### src/rtl/mult_pkg.sv
// rtl/mult_pkg.sv - opcode constants, sequencer states and counter sizing for the multiply issue controller
package mult_pkg;

  localparam logic [5:0] OP_RR    = 6'd2;
  localparam logic [5:0] OP_MULUI = 6'd12;
  localparam logic [5:0] OP_MULSI = 6'd13;
  localparam logic [5:0] FN_MULU  = 6'd24;
  localparam logic [5:0] FN_MULS  = 6'd25;

  typedef enum logic [2:0] {
    S_IDLE   = 3'd0,
    S_LAUNCH = 3'd1,
    S_ARM    = 3'd2,
    S_WAIT   = 3'd3,
    S_HOLD   = 3'd4
  } state_t;

  // Wait counter must be able to hold the value TIMEOUT itself.
  function automatic int cnt_width(input int timeout);
    return $clog2(timeout + 1);
  endfunction

endpackage

### src/rtl/mult_issue_ctrl.sv
// rtl/mult_issue_ctrl.sv - issue/retire sequencer between decode and the iterative multiplier
module mult_issue_ctrl
  import mult_pkg::*;
#(
  parameter int TIMEOUT = 8
) (
  input  logic        clk,
  input  logic        rst,
  input  logic        flush,
  input  logic        req_valid,
  output logic        req_ready,
  input  logic [31:0] req_ir,
  input  logic [31:0] req_a,
  input  logic [31:0] req_b,
  input  logic [31:0] req_imm,
  input  logic [4:0]  req_rt,
  output logic        mul_ld,
  output logic [31:0] mul_ir,
  output logic [31:0] mul_a,
  output logic [31:0] mul_b,
  output logic [31:0] mul_imm,
  input  logic [63:0] mul_o,
  input  logic        mul_done,
  output logic        res_valid,
  input  logic        res_ready,
  output logic [4:0]  res_rt,
  output logic [31:0] res_lo,
  output logic [31:0] res_hi,
  output logic        res_err,
  output logic        busy
);

  localparam int CW = cnt_width(TIMEOUT);
  localparam logic [CW-1:0] TIMEOUT_CNT = CW'(TIMEOUT);

  state_t        state, state_nx;
  logic [CW-1:0] wait_cnt;
  logic [CW-1:0] wait_cnt_inc;
  logic          drop;
  logic          started;
  logic          accept;
  logic          legal;
  logic          timed_out;

  function automatic logic is_mul(input logic [5:0] op, input logic [5:0] funct);
    return ((op == OP_RR) && ((funct == FN_MULU) || (funct == FN_MULS))) ||
           (op == OP_MULUI) || (op == OP_MULSI);
  endfunction

  assign legal        = is_mul(req_ir[31:26], req_ir[5:0]);
  assign wait_cnt_inc = wait_cnt + CW'(1);
  assign timed_out    = (wait_cnt_inc == TIMEOUT_CNT);

  // mul_done gating keeps a timed-out multiplier from being reissued before it settles.
  assign req_ready = (state == S_IDLE) && started && mul_done && !flush;
  assign accept    = req_valid && req_ready;
  assign mul_ld    = (state == S_LAUNCH);
  assign res_valid = (state == S_HOLD) && !flush;
  assign busy      = (state != S_IDLE);

  always_comb begin
    state_nx = state;
    case (state)
      S_IDLE: begin
        if (accept) state_nx = legal ? S_LAUNCH : S_HOLD;
      end
      S_LAUNCH: state_nx = S_ARM;
      S_ARM:    state_nx = S_WAIT;
      S_WAIT: begin
        // A dropped op still has to wait out the multiplier before returning to IDLE.
        if (mul_done || timed_out) state_nx = (drop || flush) ? S_IDLE : S_HOLD;
      end
      S_HOLD: begin
        if (flush || res_ready) state_nx = S_IDLE;
      end
      default: state_nx = S_IDLE;
    endcase
  end

  always_ff @(posedge clk or negedge rst) begin
    if (!rst) begin
      state    <= S_IDLE;
      started  <= 1'b0;
      wait_cnt <= '0;
      drop     <= 1'b0;
      mul_ir   <= '0;
      mul_a    <= '0;
      mul_b    <= '0;
      mul_imm  <= '0;
      res_rt   <= '0;
      res_lo   <= '0;
      res_hi   <= '0;
      res_err  <= 1'b0;
    end else begin
      state   <= state_nx;
      started <= 1'b1;
      case (state)
        S_IDLE: begin
          if (accept) begin
            mul_ir  <= req_ir;
            mul_a   <= req_a;
            mul_b   <= req_b;
            mul_imm <= req_imm;
            res_rt  <= req_rt;
            drop    <= 1'b0;
            if (!legal) begin
              res_err <= 1'b1;
              res_lo  <= '0;
              res_hi  <= '0;
            end
          end
        end
        S_LAUNCH: begin
          wait_cnt <= '0;
          drop     <= drop || flush;
        end
        S_ARM: begin
          drop <= drop || flush;
        end
        S_WAIT: begin
          wait_cnt <= wait_cnt_inc;
          drop     <= drop || flush;
          if (mul_done) begin
            res_lo  <= mul_o[31:0];
            res_hi  <= mul_o[63:32];
            res_err <= 1'b0;
          end else if (timed_out) begin
            res_lo  <= '0;
            res_hi  <= '0;
            res_err <= 1'b1;
          end
        end
        default: ;
      endcase
    end
  end

endmodule
### config.mk
export PLATFORM = sky130hd
export DESIGN_NAME = mult_issue_ctrl
export DESIGN_NICKNAME = d
export VERILOG_FILES = /design/src/rtl/mult_pkg.sv /design/src/rtl/mult_issue_ctrl.sv
export SDC_FILE = /design/constraint.sdc
export NUM_CORES = 1
export LEC_CHECK = 0
export BUFFER_PORTS_ARGS = -buffer_cell sky130_fd_sc_hd__buf_4
export CAP_MARGIN = 20
export CORE_AREA = 2 2 155 157
export DETAILED_ROUTE_END_ITERATION = 10
export DIE_AREA = 0 0 157 159
export PLACE_DENSITY_LB_ADDON = 0.3
export SYNTH_ARGS = -nofsm -noshare
export SYNTH_HDL_FRONTEND = slang
export SYNTH_SLANG_ARGS = --single-unit
export TNS_END_PERCENT = 1
### constraint.sdc
create_clock -name clk -period 2.3 [get_ports clk]
set_input_delay 0.115 -clock clk [delete_from_list [all_inputs] [get_ports clk]]
set_output_delay 0.115 -clock clk [all_outputs]
set_load 0.05 [all_outputs]
# == Word-level counts from Yosys, hierarchy flattened ==
# Index checks and enable logic that the tools add are counted.
# classes
add_sub_neg,1
n_eq_ne,15
muxes,21
reduce_logical,23
# op_table
cell,count
$mux W32,5
$pmux W32 S2,2
$mux W3,5
$pmux W3 S5,1
$eq A6 B4 Y1 const B,2
$eq A6 B5 Y1 const B,2
$pmux W4 S2,1
$eq A3 B2 Y1 const B,2
$eq A6 B2 Y1 const B,1
$logic_and A1 B1 Y1,6
$logic_or A1 B1 Y1,6
$ne A2 B2 Y1 const B,3
$reduce_bool A2 Y1,3
$mux W1,5
$add A4 B1 Y4 const B,1
$eq A4 B4 Y1 const B,1
$pmux W1 S2,2
$reduce_and A2 Y1,2
$reduce_and A4 Y1,1
$eq A3 B1 Y1 const B,1
$eq A3 B3 Y1 const B,1
$logic_not A3 Y1,1
$ne A3 B3 Y1 const B,1
$reduce_and A3 Y1,1
4 further kinds,4
# word_totals
ff_bits,207
in_bits,203
out_inout_bits,202
elab_cells,72

# == Longest topological paths before layout ==
# depth
word_depth,8
mapped_depth,8
depth_no_buf,5

# == Worst setup path before layout ==
# OpenSTA, ideal clock, no wires.
# synth_path
path_type,reg2out
startpoint,reg state[0]
endpoint,out req_ready
arrival_ns,2.579
t_required_ns,2.185
slack_ns,-0.394
stages_incl_launch_ff,6
n_path_buf,3
path_cell_list,dfrtp_1 -> buf_6 -> or3_1 -> buf_2 -> buf_1 -> nor3_1
# synth_between
elab_chain_len,4
# synth_lines
element,line,rtl
from (decl),mult_issue_ctrl.sv:36,"state_t state, state_nx;"
from (signal assigned),mult_issue_ctrl.sv:95,state <= state_nx;
$logic_not A3 Y1,mult_issue_ctrl.sv:55,assign req_ready = (state == S_IDLE) && started && mul_done && !flush;
$logic_and A1 B1 Y1 (3 in a row),mult_issue_ctrl.sv:55,
to (decl),mult_issue_ctrl.sv:11,"output logic req_ready,"
# Every way passes these cells.

# == Worst setup path in the final report ==
# layout_path
startpoint,reg state[2]
endpoint,out req_ready
# The elaborated chain is that of the path after synthesis.

==> run summary <==
Outcome: complete, no violations
Post-synth EDFFs: 0
Worst Hold Depth: 5
Routability cong.: 0.832
Setup WS post-layout: 0.222 ns
Post-route ant nets: 0
Max Slew Vio Count: 0
P_leak: 7.26 nW
Std-Cell Rows: 56
RSZ-0062 raised after global routing: false
Crit Path Class: reg2out
CP Cell Sequence: or3_4 -> buf_12 -> nor3_2 -> buf_4
Die X: 157 µm
Placeable Area: 0.0232 mm²
Fillers: 1,637
Post-synthesis sequential area ratio: 0.561
Vias per cell: 5.00
Mapped cell area: 0.00924 mm²
Hold Crit Class: in2reg
Total Neg Setup Slack: 0 ns
R2R cell count: 6
Area contributors post-synth: dfrtp_1 56%, mux2_1 8.5%, mux2_2 7.7%, o211ai_2 6.8%, o2111ai_1 6.1%
DRT Pass-1 Iters: 4
DR iter-0 viols: 367
Slew HR: 0.653
# clock sinks: 207
Initial core utilization: 0.398
RR Startpoint: wait_cnt[0]$_DFFE_PN0P_
Antenna violations before repair: 2
Post-synth top area cell: dfrtp_1
Synth Instances: 713
Clock Skews: 0.0107 ns
WL per Instance: 19.2 µm
Max IR drop VDD: 0.891 mV
Synth-to-Final Area Change: 66.6%
Total Wirelength: 31,500 µm
Ports: 405
Min-delay src: mul_done
Crit path from: state[2]$_DFFE_PN0P_
Syn nets: 917
Synth Register Bits: 207
CP max-delay cell: or3_4
CP Max Fanout: 55
First-pass GRT wire length: 48,800 µm
H-Tree Depth: 1
Largest net degree at the start of global routing: 71
Worst-Skew Late Latency: 0.52 ns
Total CTS buffers: 23
Share of the synthesized area in the top cell type: 0.561
Max Freq: 0.481 GHz
Vias in the first global route: 8,850
Commonest non-fill, non-tap cell in the layout: buf_4
Mapped Avg Cell Area: 13.0 µm²
PwrDens: 1470 mW/mm²
IO Port Bufs: 404
Clock tree buffer depth: 3
Crit. End Element: output pin
Layout cells sized above 1: 0.442
Final net count: 1,511
CP required: 2.18 ns
DRC viols: 0
Gr usage total: 0.246
Die ar.: 0.0250 mm²
Yosys warning count: 0
Die height: 159 µm
CTS tree: done
DP HPWL: 19,500 µm
Remaining Overflow, GRT: 0
Synth cell types: 46
Tcrit/Tclk final: 0.903
Min Tclk post-route: 2.08 ns
Dpl ws: 0.247 ns
CP max stage delay: 0.45 ns
Root Buffer: clkbuf_16
Hold Vio Cnt, Final: 0
Worst-margin pin slew: 0.521 ns
Arr. time, crit path: 1.96 ns
Post-synth ARST share: 1.00
# Post-CTS Setup Buffers: 0
Worst-path clk slew: 0.05 ns
DR vias: 8,207
Max Cap Viol: 0
# setup viols final: 0
CP startpoint kind: flip-flop
Commonest non-fill, non-tap cells in the layout: 414 x buf_4, 207 x dfrtp_1, 200 x dlygate4sd3_1
Commonest register cell after synthesis: dfrtp_1
-- metrics by stage --
| stage | hold slack (ns) | power, mW | instance area, µm² | cells | utilization |
|---|---|---|---|---|---|
| floorplan | -0.181 | 14.6 | 9240 | 713 | - |
| global placement | 0.137 | 18.5 | 12600 | 1401 | 0.545 |
| detailed placement | 0.139 | 18.7 | 12600 | 1401 | 0.545 |
| CTS | 0.0959 | 22.6 | 15400 | 1640 | 0.663 |
| global route | 0.170 | 23.7 | 15400 | 1642 | 0.664 |
| finish | 0.122 | 22.7 | 15400 | 1642 | 0.664 |
-- final cells by class --
cell class,count,area (µm²),share of cell area
Inverter,68,255,0.0166
Clock inverter,6,73.8,0.00480
Sequential cell,207,5180,0.337
Antenna cell,2,5.00,0.000325
Clock buffer,33,653,0.0424
Timing Repair Buffer,628,5380,0.350
Tap cell,319,399,0.0259
Multi-Input combinational cell,379,3440,0.224
-- worst max-delay path, delay by kind of cell, from the launching register on --
kind	cells	cell delay (ns)
and+or+nand+nor	2	0.62
DFF	1	0.37
buffers and inverters	2	0.44
-- metal layers --
layer / track usage / routed length [µm] / up-vias
met5: 0 / 0 / -
met4: 0.106 / 1450 / 0
met3: 0.0563 / 2120 / 96
met2: 0.436 / 16300 / 337
met1: 0.281 / 11600 / 4021
li1: - / - / 3753
-- worst paths after layout --
| kind | end | slack (ns) |
|---|---|---|
| max | req_ready | 0.22 |
| min | state[0]$_DFFE_PN0P_ | 0.12 |
| max reg2reg | res_hi[11]$_DFFE_PN0P_ | 0.31 |
| min reg2reg | mul_ir[18]$_DFFE_PN0P_ | 0.49 |
| max in group asynchronous | mul_a[11]$_DFFE_PN0P_ | 1.36 |
| min in group asynchronous | res_lo[9]$_DFFE_PN0P_ | 0.14 |
-- cells in the mapped netlist (all sizes together) (2+ instances only) --
cell type,count
dfrtp,207
inv,68
o21ai,9
nand2,71
buf,33
clkbuf,26
mux2,133
nor2b,2
nor2,3
a211oi,2
o2111ai,64
nand2b,5
nand3b,2
or3,2
o211ai,65
-- cell families after synthesis --
| kind of cell | synth area share |
|---|---|
| compound gates | 0.155 |
| xor+xnor | 0.00190 |
| simple gates | 0.0470 |
| mux | 0.162 |
| buf+inv | 0.0712 |
| fa+ha+maj | 0.00135 |
| flops | 0.561 |
| other cells | 0.000406 |
-- where the power goes --
group | internal [mW] | switching [mW]
logic | 4.03 | 8.75
clock network | 2.09 | 1.49
registers | 5.28 | 1.07
-- state kept, by name, summed over array words and instances (netlist names) --
register and count:
mul_b 32, started 1, wait_cnt 4, mul_ir 32, res_err 1, drop 1
res_lo 32, res_rt 5, mul_a 32, mul_imm 32, res_hi 32, state 3
-- repair_timing --
item,CTS,global route
resized for setup,3,1
endpoints found under the setup margin,1,1
endpoints found under the hold margin,250,0
pin swaps,0,0
hold buffers,200,0
(Power assumes the default switching activity.)
